`src/rtl/uart_tx_fifo.sv`:
```
// uart_tx_fifo: byte FIFO feeding an 8N1 (optionally 8E1) UART transmitter.
//   Bytes written with tf_push/tf_data are buffered in a FIFO_DEPTH-entry
//   FIFO and serialized LSB first onto the idle-high line tx.
// Ports:
//   clk        - system clock, rising edge
//   reset      - asynchronous, active-high, clears all state
//   tf_push    - write strobe, one byte per high cycle
//   tf_data    - byte written when tf_push=1
//   tx         - serial line, idle high (registered)
//   fifo_full  - FIFO holds FIFO_DEPTH bytes (registered)
//   fifo_empty - FIFO holds no bytes (registered)
//   busy       - frame in progress or bytes pending (registered)
//   overflow   - sticky, a push was dropped while full (registered)
// Configuration macro:
//   UART_TX_PARITY_EN - when defined, an even parity bit follows the data bits.
module uart_tx_fifo #(
    parameter int unsigned CLK_FREQ_HZ = 50_000_000,
    parameter int unsigned BAUD        = 115_200,
    parameter int unsigned FIFO_DEPTH  = 16
) (
    input  logic       clk,
    input  logic       reset,
    input  logic       tf_push,
    input  logic [7:0] tf_data,
    output logic       tx,
    output logic       fifo_full,
    output logic       fifo_empty,
    output logic       busy,
    output logic       overflow
);

    localparam int unsigned DIV = CLK_FREQ_HZ / BAUD;
    localparam int unsigned BW  = (DIV > 1) ? $clog2(DIV) : 1;
    localparam int unsigned PW  = $clog2(FIFO_DEPTH);
    localparam int unsigned CW  = PW + 1;

    typedef enum logic [2:0] {
        S_IDLE,
        S_START,
        S_DATA,
`ifdef UART_TX_PARITY_EN
        S_PARITY,
`endif
        S_STOP
    } state_t;

    state_t         r_state;
    state_t         w_state_nxt;

    logic [7:0]     r_mem [FIFO_DEPTH];
    logic [PW-1:0]  r_wr_ptr;
    logic [PW-1:0]  r_rd_ptr;
    logic [CW-1:0]  r_count;
    logic [CW-1:0]  w_count_nxt;

    logic [7:0]     r_shift;
    logic [2:0]     r_bit;
    logic [BW-1:0]  r_baud;
`ifdef UART_TX_PARITY_EN
    logic           r_par;
`endif

    logic           r_tx;
    logic           r_full;
    logic           r_empty;
    logic           r_busy;
    logic           r_ovf;

    logic           w_tick;
    logic           w_fifo_full;
    logic           w_fifo_empty;
    logic           w_do_push;
    logic           w_do_pop;
    logic           w_tx;

    assign w_fifo_full  = (r_count == CW'(FIFO_DEPTH));
    assign w_fifo_empty = (r_count == '0);
    assign w_tick       = (r_baud == BW'(DIV - 1));
    // A push while full is dropped even if a pop frees a slot on the same edge.
    assign w_do_push    = tf_push && !w_fifo_full;
    assign w_do_pop     = !w_fifo_empty &&
                          ((r_state == S_IDLE) || ((r_state == S_STOP) && w_tick));

    always_comb begin
        w_count_nxt = r_count;
        case ({w_do_push, w_do_pop})
            2'b10:   w_count_nxt = r_count + CW'(1);
            2'b01:   w_count_nxt = r_count - CW'(1);
            default: w_count_nxt = r_count;
        endcase
    end

    // FSM: state register
    always_ff @(posedge clk or posedge reset) begin
        if (reset) r_state <= S_IDLE;
        else       r_state <= w_state_nxt;
    end

    // FSM: next-state logic
    always_comb begin
        w_state_nxt = r_state;
        unique case (r_state)
            S_IDLE:   if (!w_fifo_empty) w_state_nxt = S_START;
            S_START:  if (w_tick) w_state_nxt = S_DATA;
            S_DATA:   if (w_tick && (r_bit == 3'd7)) begin
`ifdef UART_TX_PARITY_EN
                          w_state_nxt = S_PARITY;
`else
                          w_state_nxt = S_STOP;
`endif
                      end
`ifdef UART_TX_PARITY_EN
            S_PARITY: if (w_tick) w_state_nxt = S_STOP;
`endif
            S_STOP:   if (w_tick) w_state_nxt = w_fifo_empty ? S_IDLE : S_START;
            default:  w_state_nxt = S_IDLE;
        endcase
    end

    // FSM: output logic (line level, registered below)
    always_comb begin
        w_tx = 1'b1;
        unique case (r_state)
            S_IDLE:   w_tx = 1'b1;
            S_START:  w_tx = 1'b0;
            S_DATA:   w_tx = r_shift[0];
`ifdef UART_TX_PARITY_EN
            S_PARITY: w_tx = r_par;
`endif
            S_STOP:   w_tx = 1'b1;
            default:  w_tx = 1'b1;
        endcase
    end

    always_ff @(posedge clk) begin
        if (w_do_push) r_mem[r_wr_ptr] <= tf_data;
    end

    always_ff @(posedge clk or posedge reset) begin
        if (reset) begin
            r_wr_ptr <= '0;
            r_rd_ptr <= '0;
            r_count  <= '0;
            r_ovf    <= 1'b0;
            r_shift  <= '0;
            r_bit    <= '0;
            r_baud   <= '0;
`ifdef UART_TX_PARITY_EN
            r_par    <= 1'b0;
`endif
            r_tx     <= 1'b1;
            r_full   <= 1'b0;
            r_empty  <= 1'b1;
            r_busy   <= 1'b0;
        end else begin
            if (w_do_push) r_wr_ptr <= r_wr_ptr + PW'(1);
            if (w_do_pop)  r_rd_ptr <= r_rd_ptr + PW'(1);
            r_count <= w_count_nxt;
            if (tf_push && w_fifo_full) r_ovf <= 1'b1;

            // Every tick ends a state or a data bit, so the counter restarts on it.
            if ((r_state == S_IDLE) || w_tick) r_baud <= '0;
            else                               r_baud <= r_baud + BW'(1);

            if (w_do_pop) begin
                r_shift <= r_mem[r_rd_ptr];
                r_bit   <= '0;
`ifdef UART_TX_PARITY_EN
                r_par   <= ^r_mem[r_rd_ptr];
`endif
            end else if ((r_state == S_DATA) && w_tick) begin
                r_shift <= {1'b0, r_shift[7:1]};
                r_bit   <= r_bit + 3'd1;
            end

            r_tx    <= w_tx;
            r_full  <= (w_count_nxt == CW'(FIFO_DEPTH));
            r_empty <= (w_count_nxt == '0);
            r_busy  <= (w_state_nxt != S_IDLE) || (w_count_nxt != '0);
        end
    end

    assign tx         = r_tx;
    assign fifo_full  = r_full;
    assign fifo_empty = r_empty;
    assign busy       = r_busy;
    assign overflow   = r_ovf;

endmodule

```
`config.mk`:
```
export PLATFORM = sky130hd
export DESIGN_NAME = uart_tx_fifo
export DESIGN_NICKNAME = d
export VERILOG_FILES = /design/src/rtl/uart_tx_fifo.sv
export SDC_FILE = /design/constraint.sdc
export NUM_CORES = 1
export LEC_CHECK = 0
export ABC_AREA = 1
export CAP_MARGIN = 25
export CORE_MARGIN = 3
export CORE_UTILIZATION = 60
export DETAILED_ROUTE_END_ITERATION = 7
export DONT_BUFFER_PORTS = 1
export PLACE_DENSITY_LB_ADDON = 0.08
export REMOVE_ABC_BUFFERS = 1
export SYNTH_ARGS = -nofsm -noshare
export SYNTH_HDL_FRONTEND = slang
export SYNTH_SLANG_ARGS = --single-unit
```
`constraint.sdc`:
```
create_clock -name clk -period 3.2 [get_ports clk]
set_input_delay 0.64 -clock clk [delete_from_list [all_inputs] [get_ports clk]]
set_output_delay 0.64 -clock clk [all_outputs]
set_load 0.02 [all_outputs]
```
==> flow_summary.yaml <==
run_status:
  status: "completed"
timing:
  tightest_slew_ps: 861
  rsz0062_at_grt: "no"
  max_freq_ghz: 0.371
  fin_crit_sh_pct: 84.2
  period_minus_slack_ps: 2690
  setup_tns_ps: 0
  setup_slack_ps: 507
  relSlewSlack_pct: 42.4
  drv_slew: 0
  hold_viol: 0
  fin_skew_ps: 9.60
  setup_violations: 0
synth:
  seq_area_frac_synth_pct: 66.3
  synth-edff-count: 128
  synthArstFlopShare_pct: 24.3
  synthTopCellsByArea: "edfxtp_1 (52%), dfrtp_1 (13%), nor2_1 (6.0%), nand2_1 (5.5%), nand3_1 (3.5%)"
  yosysWarnings: 0
  ys_types: 35
  ys_ff_latch: 169
  synth_top_area_cell: "edfxtp_1"
  synth_area_per_cell_um2: 11.0
  synth_area_um2: 7350
  netlist_instances: 666
  synth_top_cell_area_share_pct: 52.3
  ys.flop_type: "edfxtp_1"
grt:
  grt_overflow: 0
  grt_start_max_net_pins: 67
  grt_pass1_wl_mm: 24.3
  grt.total_usage_pct: 24.3
  grt_pass1_vias: 4666
  antenna_found_initial: 0
placement:
  post-place-ws_ps: 501
  portBuffers: 0
  place.gp.congestion: 0.883
  dp.final_hpwl_mm: 9.28
detailed_routing:
  first_pass_iters: 5
  num_vias: 4702
  antenna_left: 0
  viasPerCell: 5.74
  remaining_drc_errors: 0
  wirelength_mm: 14.8
  wl_per_cell_um: 18.1
  drt_iter0_drc: 454
finish:
  antenna_cells: 0
  area_growth_pct: 8.39
  drive_gt1_share_pct: 8.58
  nNetsFinal: 686
setup_path:
  worstPathCellList: "inv_1, ha_1, nand2_1, nor2_4, nand2_4, nand2_8, nand2_4, inv_2, ha_1, nand2_1, inv_1, nor2_2, ha_1, inv_1, nand2_1, inv_1, nand2_1, nand3_1, o21ai_0, inv_1, nand2_1, nor2_1, nand3_1"
  worst_ep_required_time_ps: 3500
  critPathArrivalTime_ps: 2990
  timing.rr.start: "r_baud[1]$_DFF_PP0_"
  ff2ff_path_depth: 23
  crit_buf_inv: 6
  slowest_stage: "dfrtp_1"
  endpoint_kind: "register"
  critPathMaxFanout: 15
  crit_type: "reg -> reg"
  cpLargestDelayFamily: "simple AND/OR/NAND/NOR gates"
  r2r_slack_ps: 510
  start_kind: "register"
  slowest_delay_ps: 400
  reg2reg_to: "busy$_DFF_PP0_"
clock_tree:
  cts_hold_buf: 0
  post_cts_buffers: 0
  cts_tree: "done"
  clk_pin_slew_ps: 60
  ctsRootBufferMaster: "clkbuf_16"
  clkSinkCount: 169
  cts_resized: 0
  cts_max_level: 4
  cts_buffer_depth: 2
  clk_latency_ps: 430
  numCtsBuffers: 17
floorplan:
  start_util_pct: 62.7
  dieArea_um2: 13600
  placementRows: 39
  core_region_area_um2: 11700
  die-height_um: 117
  ios: 16
  die_w_um: 117
hold_path:
  hp-class: "in -> async"
power_and_ir_drop:
  leakagePower_uw: 0.00304
  ir_worst_vdd_mv: 0.603
  pwr_density_cell_nw_per_um2: 871
job:
  cap_violations: 0
-- state kept, by name, indices dropped and copies added, names as in the netlist --
name,count
fifo_full,1
r_shift,8
overflow,1
r_mem,128
fifo_empty,1
r_wr_ptr,4
r_state,3
r_count,5
r_baud,9
r_rd_ptr,4
r_bit,3
tx,1
busy,1
-- worst max path at each step --
stage	start	to	slack, ps	depth (start not counted)
global placement	r_baud[1]$_DFF_PP0_	busy$_DFF_PP0_	600	23
floorplan	r_rd_ptr[0]$_DFFE_PP0N_	r_shift[3]$_DFFE_PP0P_	620	7
detailed placement	r_baud[0]$_DFF_PP0_	busy$_DFF_PP0_	500	21
CTS	r_baud[0]$_DFF_PP0_	busy$_DFF_PP0_	500	21
global route	r_baud[1]$_DFF_PP0_	busy$_DFF_PP0_	220	23
finish	r_baud[1]$_DFF_PP0_	busy$_DFF_PP0_	510	23
-- cell usage after synthesis (all sizes together) (4+ instances only) --
cell    instances
edfxtp        128
nor2          123
nand2         114
o21ai          66
nand3          51
dfrtp          39
inv            38
o211ai         29
buf            24
ha             12
clkinv          6
nor3            6
xor2            6
a21oi           4
clkbuf          4
nand4           4
-- per-stage QoR --
step                std cells  total power, uW  cell area (um^2)  hold WS [ps]  utilization [%]
detailed placement        787             5040              7410           494             63.2
global placement          787             4980              7410           474             63.2
finish                    819             6940              7970          88.0             68.0
CTS                       819             6970              7970          98.4             68.0
global route              819             7390              7970           103             68.0
floorplan                 638             4360              7170           456                -
-- layer usage --
| metal | track usage, % | up-vias | part of all wire [%] |
|---|---|---|---|
| li1 | - | 2286 | - |
| met1 | 30.9 | 2270 | 42 |
| met4 | 8.94 | 0 | 2.3 |
| met2 | 40.7 | 123 | 51 |
| met5 | 0 | - | 0 |
| met3 | 6.27 | 23 | 5.0 |
-- cell families (layout without fill, tap and decap cells) --
family	Yosys count	count (layout)	synth area share, %
and+or+nand+nor	304	304	18.1
DFF	169	169	66.3
AOI/OAI and AO/OA	100	100	7.85
buffers and inverters	72	82	4.70
adders and majority gates	12	12	2.04
xor gates and xnor gates	8	8	0.954
other	1	1	0.0510
-- where the power goes --
| group | switching, uW | leakage, uW | total, uW | internal, uW |
|---|---|---|---|---|
| registers | 216 | 0.00167 | 2930 | 2710 |
| logic | 1440 | 0.00110 | 2070 | 636 |
| clock network | 798 | 0.000269 | 1940 | 1140 |
-- cells in the final DEF, fill, tap and decap left out, types with 3 or more instances in the layout --
master,Yosys,layout
o21ai_1,26,26
o21ai_0,40,40
nor2_1,118,118
inv_2,9,9
nand3_1,51,51
dfrtp_1,39,38
clkbuf_1,4,3
xor2_1,6,6
nand2_4,3,3
a21oi_1,4,4
nor2_4,3,3
nand4_1,4,4
o211ai_1,29,29
nand2_1,108,108
edfxtp_1,128,128
ha_1,12,12
clkbuf_16,0,17
clkinv_1,6,11
nor3_1,4,4
buf_4,6,5
inv_1,29,28
-- final cells by class --
class	count	area, um^2
sequential	169	4870
fill	880	3750
inverter	44	165
timing repair buffer	6	57.6
clock buffer	20	437
clock inverter	12	123
tap	143	179
multi-input combinational	425	2130
No activity file was read; power rests on OpenSTA's default activity.
